File: config.mk
export PLATFORM = sky130hd
export DESIGN_NAME = filter_peak_detector
export DESIGN_NICKNAME = d
export VERILOG_FILES = /design/src/rtl/filter_peak_detector.sv
export SDC_FILE = /design/constraint.sdc
export NUM_CORES = 1
export LEC_CHECK = 0
export CAP_MARGIN = 10
export CORE_UTILIZATION = 40
export CTS_CLUSTER_DIAMETER = 80
export DETAILED_ROUTE_END_ITERATION = 10
export PLACE_DENSITY = 0.71
export SETUP_SLACK_MARGIN = 0.5
export SYNTH_ARGS = -nofsm -noshare
export SYNTH_HDL_FRONTEND = slang
export SYNTH_SLANG_ARGS = --single-unit
File: constraint.sdc
create_clock -name clk -period 3.31 [get_ports clk]
set_clock_uncertainty 0.15 [all_clocks]
set_input_delay 0.662 -clock clk [delete_from_list [all_inputs] [get_ports clk]]
set_output_delay 0.662 -clock clk [all_outputs]
set_load 0.01 [all_outputs]
File: src/rtl/filter_peak_detector.sv
// filter_peak_detector
// Qualifies pulses on the shaped filter output with a hysteresis pair of
// thresholds. It tracks the maximum and its timestamp, and measures the pulse
// width. At the end of each pulse it emits one record on a valid/ready
// handshake. A hold-off window after every pulse suppresses re-triggering on
// the pulse tail.
module filter_peak_detector #(
  parameter int DATA_W    = 22,
  parameter int TS_W      = 32,
  parameter int WID_W     = 12,
  parameter int THR_HI    = 200,
  parameter int THR_LO    = 100,
  parameter int HOLDOFF   = 16,
  parameter int MAX_WIDTH = 1000
) (
  input  logic                     clk,
  input  logic                     reset,
  input  logic signed [DATA_W-1:0] filter_data,
  output logic signed [DATA_W-1:0] peak_amp,
  output logic        [TS_W-1:0]   peak_time,
  output logic        [WID_W-1:0]  peak_width,
  output logic                     peak_pileup,
  output logic                     peak_valid,
  input  logic                     peak_ready,
  output logic        [15:0]       drop_cnt
);

  localparam logic [1:0] IDLE  = 2'd0;
  localparam logic [1:0] ARMED = 2'd1;
  localparam logic [1:0] HOLD  = 2'd2;

  localparam logic signed [DATA_W-1:0] THR_HI_S = DATA_W'(THR_HI);
  localparam logic signed [DATA_W-1:0] THR_LO_S = DATA_W'(THR_LO);

  // The hold counter must be able to hold HOLDOFF itself; keep at least one
  // bit so HOLDOFF = 0 still gives a legal vector.
  localparam int                HOLD_W    = (HOLDOFF > 0) ? $clog2(HOLDOFF + 1) : 1;
  localparam logic [HOLD_W-1:0] HOLD_LOAD = HOLD_W'(HOLDOFF);
  localparam logic [WID_W-1:0]  WID_SAT   = '1;
  localparam logic              PILE_ON_ARM = (MAX_WIDTH <= 1);

  // Pulse tracking state
  logic [1:0]               state_reg;
  logic [TS_W-1:0]          ts_reg;
  logic signed [DATA_W-1:0] max_reg;
  logic [TS_W-1:0]          tmax_reg;
  logic [WID_W-1:0]         width_reg;
  logic                     pileup_reg;
  logic [HOLD_W-1:0]        hold_reg;

  // One-record output register
  logic signed [DATA_W-1:0] amp_reg;
  logic [TS_W-1:0]          time_reg;
  logic [WID_W-1:0]         owidth_reg;
  logic                     opileup_reg;
  logic                     valid_reg;
  logic [15:0]              drop_reg;

  logic             pulse_end;
  logic             arm;
  logic [WID_W-1:0] width_next;
  logic             width_hits_max;
  logic             xfer;

  // End/arm decisions and the saturating width increment
  always_comb begin
    pulse_end      = (state_reg == ARMED) && (filter_data < THR_LO_S);
    arm            = (state_reg == IDLE) && (filter_data > THR_HI_S);
    width_next     = (width_reg == WID_SAT) ? width_reg : width_reg + WID_W'(1);
    width_hits_max = (int'(width_next) >= MAX_WIDTH);
    xfer           = valid_reg && peak_ready;
  end

  // Timestamp and pulse FSM: arm, track the maximum, end, then hold off
  always_ff @(posedge clk) begin
    if (reset) begin
      state_reg  <= IDLE;
      ts_reg     <= '0;
      max_reg    <= '0;
      tmax_reg   <= '0;
      width_reg  <= '0;
      pileup_reg <= 1'b0;
      hold_reg   <= '0;
    end else begin
      ts_reg <= ts_reg + TS_W'(1);
      case (state_reg)
        IDLE: begin
          if (arm) begin
            state_reg  <= ARMED;
            max_reg    <= filter_data;
            tmax_reg   <= ts_reg;
            width_reg  <= WID_W'(1);
            pileup_reg <= PILE_ON_ARM;
          end
        end
        ARMED: begin
          if (pulse_end) begin
            state_reg <= HOLD;
            hold_reg  <= HOLD_LOAD;
          end else begin
            width_reg <= width_next;
            if (width_hits_max) begin
              pileup_reg <= 1'b1;
            end
            // Strict compare: ties keep the earliest timestamp
            if (filter_data > max_reg) begin
              max_reg  <= filter_data;
              tmax_reg <= ts_reg;
            end
          end
        end
        HOLD: begin
          if (hold_reg == '0) begin
            state_reg <= IDLE;
          end else begin
            hold_reg <= hold_reg - HOLD_W'(1);
          end
        end
        default: state_reg <= IDLE;
      endcase
    end
  end

  // Output record: load on pulse end when the slot is free or draining this
  // edge, otherwise drop the new record and count it
  always_ff @(posedge clk) begin
    if (reset) begin
      amp_reg     <= '0;
      time_reg    <= '0;
      owidth_reg  <= '0;
      opileup_reg <= 1'b0;
      valid_reg   <= 1'b0;
      drop_reg    <= '0;
    end else if (pulse_end) begin
      if (!valid_reg || peak_ready) begin
        amp_reg     <= max_reg;
        time_reg    <= tmax_reg;
        owidth_reg  <= width_reg;
        opileup_reg <= pileup_reg;
        valid_reg   <= 1'b1;
      end else if (drop_reg != 16'hFFFF) begin
        drop_reg <= drop_reg + 16'd1;
      end
    end else if (xfer) begin
      valid_reg <= 1'b0;
    end
  end

  assign peak_amp    = amp_reg;
  assign peak_time   = time_reg;
  assign peak_width  = owidth_reg;
  assign peak_pileup = opileup_reg;
  assign peak_valid  = valid_reg;
  assign drop_cnt    = drop_reg;

endmodule
; ---- Word level (Yosys, flattened, before mapping)
; Index checks and enable logic that the tools add are counted.
[totals]
latchBits = 0
out_inout_bits = 84
input_bits = 25
mem_count = 0
ramBits = 0
elab_cells = 78
ff_bits = 190
mem_bits_ro = 0
[op_classes]
order_cmp = 4
muxes = 26
n_shift = 0
addsub = 4
mul = 0
n_eq_ne = 12
n_reduce_logical = 18
bitwise = 1
n_div = 0
[ops]
columns = op, count
row1 = 32-bit two-way mux, 3
row2 = 22-bit two-way mux, 3
row3 = 32-bit one-hot mux with 2 select lines, 1
row4 = 22-bit one-hot mux with 2 select lines, 1
row5 = 12-bit two-way mux, 3
row6 = "32-bit by 1-bit adder with 32-bit output, second input constant", 1
row7 = 12-bit one-hot mux with 2 select lines, 1
row8 = 22-bit > comparator, 1
row9 = "22-bit by 9-bit > comparator with 1-bit output, second input constant", 1
row10 = "22-bit by 8-bit less-than comparator with 1-bit output, second input constant", 1
row11 = "16-bit by 1-bit adder with 16-bit output, second input constant", 1
row12 = "16-bit inequality test, second input constant", 1
row13 = "12-bit by 1-bit adder with 12-bit output, second input constant", 1
row14 = "12-bit == test, second input constant", 1
row15 = "12-bit by 10-bit >= comparator with 1-bit output, second input constant", 1
row16 = "2-bit inequality test, second input constant", 6
row17 = 3-bit AND reduction, 4
row18 = 5-bit two-way mux, 2
row19 = 5-bit one-hot mux with 2 select lines, 1
row20 = 4-bit AND reduction, 2
row21 = 1-bit two-way mux, 6
row22 = 2-bit two-way mux, 3
row23 = 2-bit one-hot mux with 3 select lines, 1
row24 = 2-bit nonzero test, 3
row25 = other kinds (12), 16

; ---- Depth between registers and ports, before layout
[depth]
ltp_word = 6
ltp_mapped = 10
mapped_depth_nobuf = 9

; ---- Worst setup path after synthesis
; OpenSTA, ideal clock, no wires.
[synth_timing]
path_kind = input -> register
startpoint = input filter_data[4]
endpoint = register tmax_reg[28]
required_ns = 3.037
path_slack_ns = 0.424
n_path_buf = 0
setup_ns = 0.123
arrival_time_ns = 2.613
cell_stages = 8
cell_sequence = ha_1 a21oi_1 nand2_1 a221o_1 a221o_1 mux2i_4 nor2_4 mux2_1
[synth_between]
elab_chain_len = 4
elab_cells_between_ends = 9
cone_classes = 3 x order compare / 3 x eq/ne / 3 x reduce/logical
[synth_lines]
columns = element, line
row1 = start: declaration, 18  ; input logic signed [DATA_W-1:0] filter_data,
row2 = 22-bit by 8-bit less-than comparator with 1-bit output or 22-bit by 9-bit > comparator with 1-bit output (tied branches), "67, 68"
row3 = 1-bit logical AND (on tied branches), "67, 68"
row4 = 2-bit inequality test (no source line), --
row5 = 4-bit AND reduction (no source line) (*), --
row6 = end signal: assignment, 91  ; tmax_reg <= ts_reg;
row7 = end signal: assignment, 108  ; tmax_reg <= ts_reg;
row8 = end: declaration, 46  ; logic [TS_W-1:0] tmax_reg;
; Mark *: on every way between the ends. The rest lies on a longest branch, timed or not.
; A chain may end at the register's enable or synchronous reset.

; ---- Final worst setup path
[layout_timing]
startpoint = input filter_data[1]
endpoint = register tmax_reg[31]
; Same word-level chain as after synthesis.

==> impl_metrics.csv <==
group,metric,value,unit
logic_synthesis,yosys.area.top_type_share,0.443,
detailed_routing,wl_per_cell,13.0,um
critical_path,crit_arrival,2.96,ns
run_status,status,"completed",
critical_path,timing.rr.end,"tmax_reg[31]",
logic_synthesis,ys_warn_count,0,
critical_path,cp_max_fo,6,
power,power_density,437,nW/um2
finish,fillers,1890,
critical_path,worst-path-buf-inv,4,
clock_network,clockBufferDepth,2,
detailed_routing,vias,7108,
logic_synthesis,yosysUniqueCellTypes,52,
clock_network,cts.clk_slew.worst_paths,0.07,ns
critical_path,critPathLaunchType,"input pin",
finish,final_common_cell,"dfxtp_1",
detailed_routing,post-route-drc-count,0,
critical_path,worst_path_most_repeated_cell,"a221o_1",
detailed_routing,routed_via_density,4.93,
timing,fmaxAchievable,363,MHz
placement,port_buffers,108,
finish,antennaDiodeCount,0,
logic_synthesis,syn_nets,1058,
critical_path,r2r_start,"max_reg[12]",
min_path,min_from,"tmax_reg[29]",
power,vdd_ir_drop_max,0.000336,V
timing,rsz0062_at_grt,"true",
finish,stdcell_count,1442,
timing,finalCritPeriodShare,0.832,
clock_network,root_buffer,"clkbuf_16",
timing,finalSetupViolCount,0,
timing,slew_viol_final,0,
die,design.core.area,21000,um2
placement,gp_congestion,0.786,
grt,grt_max_degree,140,
critical_path,critical_path_class,"in2reg",
die,num_rows,53,
grt,grt_pass1_wl,31700,um
critical_path,crit_path_end_kind,"flop",
finish,drive_gt1_frac,0.165,
clock_network,h-tree-depth,4,
min_path,worstHoldPathCells,2,
min_path,hold_path.class,"reg2reg",
die,die_w,149,um
critical_path,regToRegSetupSlack,0.60,ns
clock_network,hold_buffers,0,
detailed_routing,drt_iter0_markers,440,
grt,first_global_vias,6797,
critical_path,slowest_stage,"a221o_1",
detailed_routing,totalWireLength,18800,um
logic_synthesis,netlist_instances,1006,
finish,final_nets,1206,
die,ios,109,
power,p_leak,4.12,nW
logic_synthesis,synth_area_leaders,"dfxtp_1, nand2b_1, nand2_1",
logic_synthesis,synth_edf_count,0,
min_path,holdPathEnd,"peak_time[29]",
finish,most-common-layout-cells,"dfxtp_1, nand2_1, nand2b_1, a21oi_1, clkdlybuf4s50_1",
logic_synthesis,synth_top_area_cell,"dfxtp_1",
die,initial_utilization,0.409,
clock_network,worstSkewPairLatency,0.44,ns
detailed_routing,first_pass_iters,4,
finish,synthToLayoutAreaGrowth,31.3,%
clock_network,cts_tree,"done",
placement,placedCellCount,1397,
critical_path,crit_required,3.52,ns
detailed_routing,ant_nets,0,
placement,dpl.hpwl,12600,um
grt,grt_usage,0.177,
logic_synthesis,yosys_most_used_dff,"dfxtp_1",
critical_path,crit_chain,"clkdlybuf4s15_1 -> ha_4 -> a21o_1 -> a221o_1 -> a221o_1 -> mux2i_4 -> nor2_4 -> buf_12 -> buf_16 -> buf_8 -> mux2i_1",
job,cap_violations,0,
critical_path,r2r_cells,12,
critical_path,path_delay_family,"compound AO/OA/AOI/OAI gates",
logic_synthesis,synth-seq-area-share,0.443,
logic_synthesis,syn_area,8600,um2
logic_synthesis,ys_ff_latch,190,
die,die-area,22100,um2
logic_synthesis,avgSynthCellArea,8.54,um2
timing,min_period,2.76,ns
clock_network,cts.sinks,190,
logic_synthesis,ys_async_sr_fraction,0,
timing,final_hold_viol_count,0,
timing,tightest_slew,0.910,ns
clock_network,cts_made_buffers,17,
grt,antenna_found_initial,0,
die,fp.dieH,149,um
grt,grt_overflow,0,
critical_path,crit_path_max_incr_delay,0.37,ns
timing,slew_headroom,0.393,
timing,whs,0.302,ns
==> routing by layer <==
metal	global-route usage	part of all wire
met3	0.0491	0.055
met4	0.0510	0.013
met5	0	0
met2	0.288	0.46
met1	0.228	0.47
==> cell families (layout without fill, tap and decap cells) <==
| logic type | after synthesis | count (layout) | synth area share |
|---|---|---|---|
| and+or+nand+nor | 462 | 462 | 0.269 |
| DFF | 190 | 190 | 0.443 |
| AOI/OAI and AO/OA | 135 | 135 | 0.0897 |
| buffers and inverters | 90 | 251 | 0.0451 |
| muxes | 59 | 59 | 0.0710 |
| xor gates and xnor gates | 43 | 43 | 0.0438 |
| adders and majority gates | 27 | 27 | 0.0393 |
==> metrics by stage <==
step	setup TNS, ns	utilization	power [mW]	setup slack [ns]	instance area (um2)
floorplan	0	-	2.71	0.503	8730
global placement	-4.36	0.498	2.90	-0.130	10500
detailed placement	-7.59	0.498	2.91	-0.211	10500
CTS	0	0.531	4.94	0.502	11200
global route	0	0.537	5.15	0.465	11300
finish	0	0.537	4.94	0.555	11300
==> area by class of cell <==
type	instances	area [um2]	area share
tap	275	344	0.0305
multi-input combinational	726	4710	0.417
timing repair buffer	179	1680	0.148
sequential	190	3830	0.339
clock inverter	15	156	0.0139
inverter	40	150	0.0133
clock buffer	17	425	0.0377
==> power breakdown <==
group | switching, mW | total [mW] | internal [mW]
Sequential | 0.0345 | 2.36 | 2.33
Combinational | 0.271 | 0.560 | 0.289
Clock | 1.00 | 2.01 | 1.01
==> repair_timing <==
action,CTS,global route
setup endpoints to repair,60,55
pin swaps,12,22
gates resized for setup,31,75
gates cloned,1,0
buffers inserted,5,7
==> worst reg2reg max path, delay by kind of cell (launching register included) <==
| kind | cells | cell delay, ns |
|---|---|---|
| buffers and inverters | 4 | 0.43 |
| flip-flops | 1 | 0.35 |
| AND/OR/NAND/NOR | 2 | 0.26 |
| multiplexers | 2 | 0.41 |
| adder cells (fa/ha/maj) | 1 | 0.22 |
| AO/OA/AOI/OAI | 3 | 0.80 |
==> Yosys cell counts, drive strengths merged (2+ instances only) <==
master	count
a21oi	97
or3	8
a221o	4
o21ai	18
and2	3
inv	40
or4	4
nor2b	8
o211a	2
buf	10
nor3	19
a311oi	3
ha	27
and3	13
mux2	6
nand3b	2
xor2	23
nor4	5
nand3	24
mux2i	53
clkbuf	40
xnor2	20
nand2b	105
nor3b	3
dfxtp	190
a31o	2
nand2	170
nor2	70
and4	10
nand4	15
==> worst max path at each step <==
stage | from | to | slack, ns | cells after the start
2_1_floorplan | filter_data[1] | tmax_reg[28] | 0.50 | 7
3_3_place_gp | filter_data[4] | tmax_reg[29] | -0.13 | 10
3_5_place_dp | filter_data[4] | tmax_reg[10] | -0.21 | 11
4_1_cts | filter_data[4] | tmax_reg[12] | 0.50 | 12
5_1_grt | max_reg[21] | max_reg[10] | 0.47 | 12
6_report | filter_data[1] | tmax_reg[31] | 0.55 | 11
Note: power is estimated with default switching activity, not from simulation.
